$ cat config.mk
export PLATFORM = sky130hd
export DESIGN_NAME = spi_ram_ctrl
export DESIGN_NICKNAME = d
export VERILOG_FILES = /design/src/rtl/spi_ram_ctrl.sv
export SDC_FILE = /design/constraint.sdc
export NUM_CORES = 2
export LEC_CHECK = 0
export BUFFER_PORTS_ARGS = -buffer_cell sky130_fd_sc_hd__buf_2
export CAP_MARGIN = 20
export CORE_MARGIN = 2
export CORE_UTILIZATION = 45
export CTS_CLUSTER_SIZE = 14
export DETAILED_ROUTE_END_ITERATION = 8
export PLACE_DENSITY = 0.68
export SLEW_MARGIN = 30
export SYNTH_ARGS = -nofsm -noshare
export SYNTH_HDL_FRONTEND = slang
export SYNTH_SLANG_ARGS = --single-unit
$ cat constraint.sdc
create_clock -name clk -period 3.88 [get_ports clk]
set_input_delay 1.164 -clock clk [delete_from_list [all_inputs] [get_ports clk]]
set_output_delay 1.164 -clock clk [all_outputs]
set_load 0.05 [all_outputs]
$ cat src/rtl/spi_ram_ctrl.sv
// spi_ram_ctrl
//   Command-decoding byte RAM controller fed by an SPI slave receive bus.
//   Each 10-bit frame carries a command in din[9:8] and an address or data
//   byte in din[7:0]:
//     00 write-address, 01 write-data, 10 read-address, 11 read-data.
//   Read data is returned on dout together with a one-cycle tx_valid pulse.
//   Rejected frames (out-of-sequence data, out-of-range address) give a
//   one-cycle cmd_err pulse and change nothing else.
//
// Optional build macro:
//   RAM_AUTO_INC_EN - post-increment wr_addr/rd_addr (wrapping at
//                     MEM_DEPTH-1) after every accepted write-data/read-data.
//
// Ports:
//   clk       in   1   rising-edge clock
//   rst       in   1   synchronous active-high reset
//   din       in  10   frame: [9:8] command, [7:0] payload
//   rx_valid  in   1   din valid this cycle
//   dout      out  8   read data byte (held until the next accepted read)
//   tx_valid  out  1   dout freshly loaded
//   cmd_err   out  1   frame rejected
module spi_ram_ctrl #(
  parameter int MEM_DEPTH = 256,
  parameter int ADDR_SIZE = 8
) (
  input  logic       clk,
  input  logic       rst,
  input  logic [9:0] din,
  input  logic       rx_valid,
  output logic [7:0] dout,
  output logic       tx_valid,
  output logic       cmd_err
);

  typedef enum logic [1:0] {
    ST_IDLE,
    ST_WADDR,
    ST_RADDR
  } state_t;

  // 9-bit limit so MEM_DEPTH = 256 compares correctly against an 8-bit payload.
  localparam logic [8:0] DEPTH_LIM = 9'(MEM_DEPTH);
`ifdef RAM_AUTO_INC_EN
  localparam logic [ADDR_SIZE-1:0] LAST_ADDR = ADDR_SIZE'(MEM_DEPTH - 1);
`endif

  state_t               r_state;
  state_t               w_state_nxt;
  logic [ADDR_SIZE-1:0] r_wr_addr;
  logic [ADDR_SIZE-1:0] r_rd_addr;
  logic [7:0]           r_mem [MEM_DEPTH];

  logic [1:0] w_cmd;
  logic [7:0] w_payload;
  logic       w_in_range;
  logic       w_wr_addr_ld;
  logic       w_rd_addr_ld;
  logic       w_mem_we;
  logic       w_rd_en;
  logic       w_err;

  assign w_cmd      = din[9:8];
  assign w_payload  = din[7:0];
  assign w_in_range = {1'b0, w_payload} < DEPTH_LIM;

  always_ff @(posedge clk) begin
    if (rst) begin
      r_state <= ST_IDLE;
    end else begin
      r_state <= w_state_nxt;
    end
  end

  // Decode is gated by rst so a frame presented during reset is discarded,
  // including the (unreset) memory write.
  always_comb begin
    w_state_nxt  = r_state;
    w_wr_addr_ld = 1'b0;
    w_rd_addr_ld = 1'b0;
    w_mem_we     = 1'b0;
    w_rd_en      = 1'b0;
    w_err        = 1'b0;
    if (rx_valid && !rst) begin
      unique case (w_cmd)
        2'b00: begin
          if (w_in_range) begin
            w_wr_addr_ld = 1'b1;
            w_state_nxt  = ST_WADDR;
          end else begin
            w_err = 1'b1;
          end
        end
        2'b10: begin
          if (w_in_range) begin
            w_rd_addr_ld = 1'b1;
            w_state_nxt  = ST_RADDR;
          end else begin
            w_err = 1'b1;
          end
        end
        2'b01: begin
          if (r_state == ST_WADDR) begin
            w_mem_we = 1'b1;
          end else begin
            w_err = 1'b1;
          end
        end
        default: begin
          if (r_state == ST_RADDR) begin
            w_rd_en = 1'b1;
          end else begin
            w_err = 1'b1;
          end
        end
      endcase
    end
  end

  always_ff @(posedge clk) begin
    if (w_mem_we) begin
      r_mem[r_wr_addr] <= w_payload;
    end
  end

  always_ff @(posedge clk) begin
    if (rst) begin
      r_wr_addr <= '0;
      r_rd_addr <= '0;
      dout      <= '0;
      tx_valid  <= 1'b0;
      cmd_err   <= 1'b0;
    end else begin
      tx_valid <= w_rd_en;
      cmd_err  <= w_err;
      if (w_rd_en) begin
        dout <= r_mem[r_rd_addr];
      end
      if (w_wr_addr_ld) begin
        r_wr_addr <= ADDR_SIZE'(w_payload);
      end
      if (w_rd_addr_ld) begin
        r_rd_addr <= ADDR_SIZE'(w_payload);
      end
`ifdef RAM_AUTO_INC_EN
      if (w_mem_we) begin
        r_wr_addr <= (r_wr_addr == LAST_ADDR) ? '0 : r_wr_addr + 1'b1;
      end
      if (w_rd_en) begin
        r_rd_addr <= (r_rd_addr == LAST_ADDR) ? '0 : r_rd_addr + 1'b1;
      end
`endif
    end
  end

endmodule

==> reports/qor.log <==
[floorplan] core box area 179,000 sq um
[outcome] status completed
[sta] Final Hold Vio Count 0
[cts] TritonCTS Sinks 2,076
[cts] number of buffers inserted during clock tree synthesis 200
[logic_synthesis] cell count after synthesis 3,902
[global_route] routing usage on met3 4.74%
[cts] clock tree from TritonCTS done
[logic_synthesis] Unique masters post-synth 63
[cts] CTS Root Buffer Type clkbuf_16
[logic_synthesis] combined area of all synthesized cells 81,100 sq um
[logic_synthesis] most area-consuming cells after synthesis edfxtp_1 76%, mux4_2 10%, mux2i_1 2.8%, mux4_1 2.0%, nor2_1 1.5%
[finish] Area growth, synth to finish 14.5%
[global_route] antenna violations before repair 8
[finish] area of combinational cells with multiple inputs 17,400 sq um
[logic_synthesis] Synth top cells by count 2,048 x edfxtp_1, 373 x mux4_2, 316 x nor2_1
[global_route] most utilized layer in the global route result met2
[finish] count of filler cells inserted in the layout 14,000
[finish] final core utilization 51.9%
[sta] number of pins exceeding their max-slew limit in the final report 0
[setup_path] type of element launching the critical path flip-flop
[sta] final worst path period share 97.0%
[sta] headroom to the max-slew limit 28.1%
[flow_run] maxcap violations 0
[setup_path] termination of the worst setup path dout[2]$_SDFFE_PP0P_
[logic_synthesis] fraction of post-synthesis cell area in the top cell type by area 75.8%
[place] Port Buffer Count 22
[routing] total number of vias 42,200
[logic_synthesis] cell type with the largest total area after synthesis edfxtp_1
[global_route] largest net degree at the start of global routing 164
[routing] number of DRC violations after detailed routing 0
[routing] post-route ant nets 0
[sta] number of endpoints failing setup at the final stage 0
[logic_synthesis] Syn Nets 3,915
[routing] violation count after the first detailed-route iteration 5,535
[floorplan] number of placement rows 155
[sta] Hold Worst Slack 0.480 ns
[routing] total iterations of the first detailed-routing run 6
[logic_synthesis] flip-flop cell with the highest count after synthesis edfxtp_1
[sta] shortest period the worst path allows 3.76 ns
[setup_path] FF-to-FF path depth 8
[cts] number of H-tree levels 4
[power_and_ir_drop] Peak supply drop 0.000460 V
[place] GPL Wtd Cong 0.915
[power_and_ir_drop] reported leakage power 28.7 nW
[setup_path] critical setup path kind reg -> reg
[setup_path] end of the worst register-to-register path dout[2]$_SDFFE_PP0P_
[sta] unrepaired setup endpoints after global routing false
[finish] post-route cell area 92,900 sq um
[global_route] first-pass GRT wire length 302,000 um
[logic_synthesis] proportion of synthesized chip area in sequential cells 76.5%
[setup_path] register-to-register path setup slack 0.12 ns
[floorplan] floorplan die height 429 um
[logic_synthesis] Post-Syn Area per Cell 20.8 sq um
[finish] area taken by flip-flops and latches 62,100 sq um
[logic_synthesis] Warnings, synthesis 0
[place] placed cell areas 86,700 sq um
[logic_synthesis] most repeated cell in the gate-level netlist after synthesis edfxtp_1
[floorplan] overall die area 184,000 sq um
[setup_path] data arrival at the endpoint of the critical path 4.55 ns
[routing] Detailed Route WL 210,000 um
[setup_path] required time of the worst setup path 4.66 ns
[logic_synthesis] number of synthesized flops with an enable pin 2,048
[logic_synthesis] FFs w/ async S/R, synth 0%
[global_route] fraction of met2 tracks used by global routing 35.6%
[sta] Max Clk Rate 266 MHz
[global_route] total congestion overflow after global routing 0
[setup_path] kind of end point of the critical path flip-flop
[sta] clk_skew 0.0368 ns
[floorplan] I/O pin count 23
[routing] DR WL/cell 30.4 um
[cts] source-to-sink clock delay at the later pin of the worst-skew pair 0.85 ns
[finish] proportion of layout cells with a drive suffix above 1 25.9%
[global_route] met1 Use GR 31.9%
[cts] Clock Pin Slew Worst Setup and Hold Paths 0.06 ns
[power_and_ir_drop] Power Dens Cells 476 nW/um^2
[global_route] vias in the first global route 41,700
[setup_path] CP Launch Point r_rd_addr[0]$_SDFFE_PP0P_
[logic_synthesis] post-synthesis register bit count 2,076
[setup_path] worst-path maximum fanout 41
[floorplan] die width 429 um
[routing] number of vias per cell after detailed routing 6.11
[cts] maximum buffer depth of the clock tree 3
[global_route] overall global routing resource usage 22.7%
[place] half-perimeter wire length of the detailed placement result 134,000 um
[cts] buffers inserted by post-CTS timing repair 0
[hold_path] class of the tightest hold or removal check reg -> reg
[setup_path] startpoint of the most critical register-to-register path r_rd_addr[0]$_SDFFE_PP0P_
[sta] actual slew at the worst max-slew pin 1.05 ns
[floorplan] starting density of the core 45.4%
[finish] total number of nets in the final design 4,400
==> power by group <==
part           switching [mW]  total (mW)  internal (mW)
Clock                    8.17        18.5           10.3
Combinational           0.785        1.12          0.334
Sequential             0.0219        24.6           24.6
Total                    8.98        44.2           35.2
==> per-stage QoR <==
stage	std cells	power (mW)	setup TNS, ns	worst slack [ns]
final	6907	44.2	0	0.116
after global routing	6903	45.3	0	0.137
after CTS	6903	44.5	0	0.197
after detailed placement	6540	26.2	-0.0694	-0.0694
after global placement	6540	26.2	-0.210	-0.210
after floorplan	3902	25.6	0	0.749
==> layer usage <==
metal  routed length [um]  vias up
li1                     -    17300
met1                82900    22300
met2                98700     2292
met3                21000      385
met4                 7570        4
met5                   27        -
==> cells by family (layout without fill, tap and decap cells) <==
kind of cell	Yosys count	after routing	synth area share [%]
other cells	0	4	0
compound gates	356	356	3.12
buf+inv	229	875	2.13
flops	2076	2076	76.5
mux	663	663	15.2
simple gates	578	578	3.05
==> critical path: stages, from the launching register on <==
cell and delay, ns:
dfxtp_4 0.72, buf_12 0.25, buf_12 0.31, mux2i_1 0.14, o221ai_1 0.36, o22ai_1 0.27
a2111oi_0 0.98, nand4_1 0.41, nand3_1 0.19
==> layout make-up <==
type                            count  area share [%]
Clock buffer                      261            5.66
Timing Repair Buffer              509            4.62
Tap cell                         2355            3.17
Inverter                            3          0.0175
Multi-Input combinational cell   1597            18.7
Sequential cell                  2076            66.8
Antenna cell                        4          0.0108
Clock inverter                    102           0.985
==> registers in the layout, summed over array words and instances (netlist names) <==
register,count
r_rd_addr,8
tx_valid,1
r_wr_addr,8
r_mem,2048
dout,8
cmd_err,1
r_state,2
==> cells in the final DEF (no fill, tap or decap), types with 9 or more instances in the layout <==
cell,n
dfxtp_1,24
nand2_1,120
clkbuf_1,60
nor2_1,315
a21oi_1,57
buf_12,36
clkinv_2,37
a2111oi_0,21
bufinv_16,11
nand3_1,29
a211oi_1,24
edfxtp_1,2048
clkbuf_16,201
o22ai_1,79
clkinv_1,37
buf_2,14
o221ai_1,42
o21ai_0,30
a22oi_1,31
a22o_1,9
nor4_1,14
mux2i_1,225
nor3_1,30
and2_1,9
buf_4,451
mux4_2,373
a221oi_1,9
nor2b_1,16
mux4_1,61
==> timing repair <==
item | in CTS | in global routing
hold buffers | 0 | 0
setup endpoints to repair | 1 | 1
gates resized for setup | 1 | 1
endpoints found under the hold margin | 0 | 0
==> worst min-delay path by stage <==
stage | from | end | slack, ns | cells past startpoint
floorplan | r_state[1]$_SDFFE_PP0P_ | r_state[1]$_SDFFE_PP0P_ | 0.46 | 2
global placement | dout[5]$_SDFFE_PP0P_ | dout[5]$_SDFFE_PP0P_ | 0.44 | 2
detailed placement | dout[5]$_SDFFE_PP0P_ | dout[5]$_SDFFE_PP0P_ | 0.45 | 2
CTS | dout[5]$_SDFFE_PP0P_ | dout[5]$_SDFFE_PP0P_ | 0.47 | 2
global route | dout[5]$_SDFFE_PP0P_ | dout[5]$_SDFFE_PP0P_ | 0.49 | 2
finish | dout[5]$_SDFFE_PP0P_ | dout[5]$_SDFFE_PP0P_ | 0.48 | 2
No activity file was read; power rests on OpenSTA's default activity.
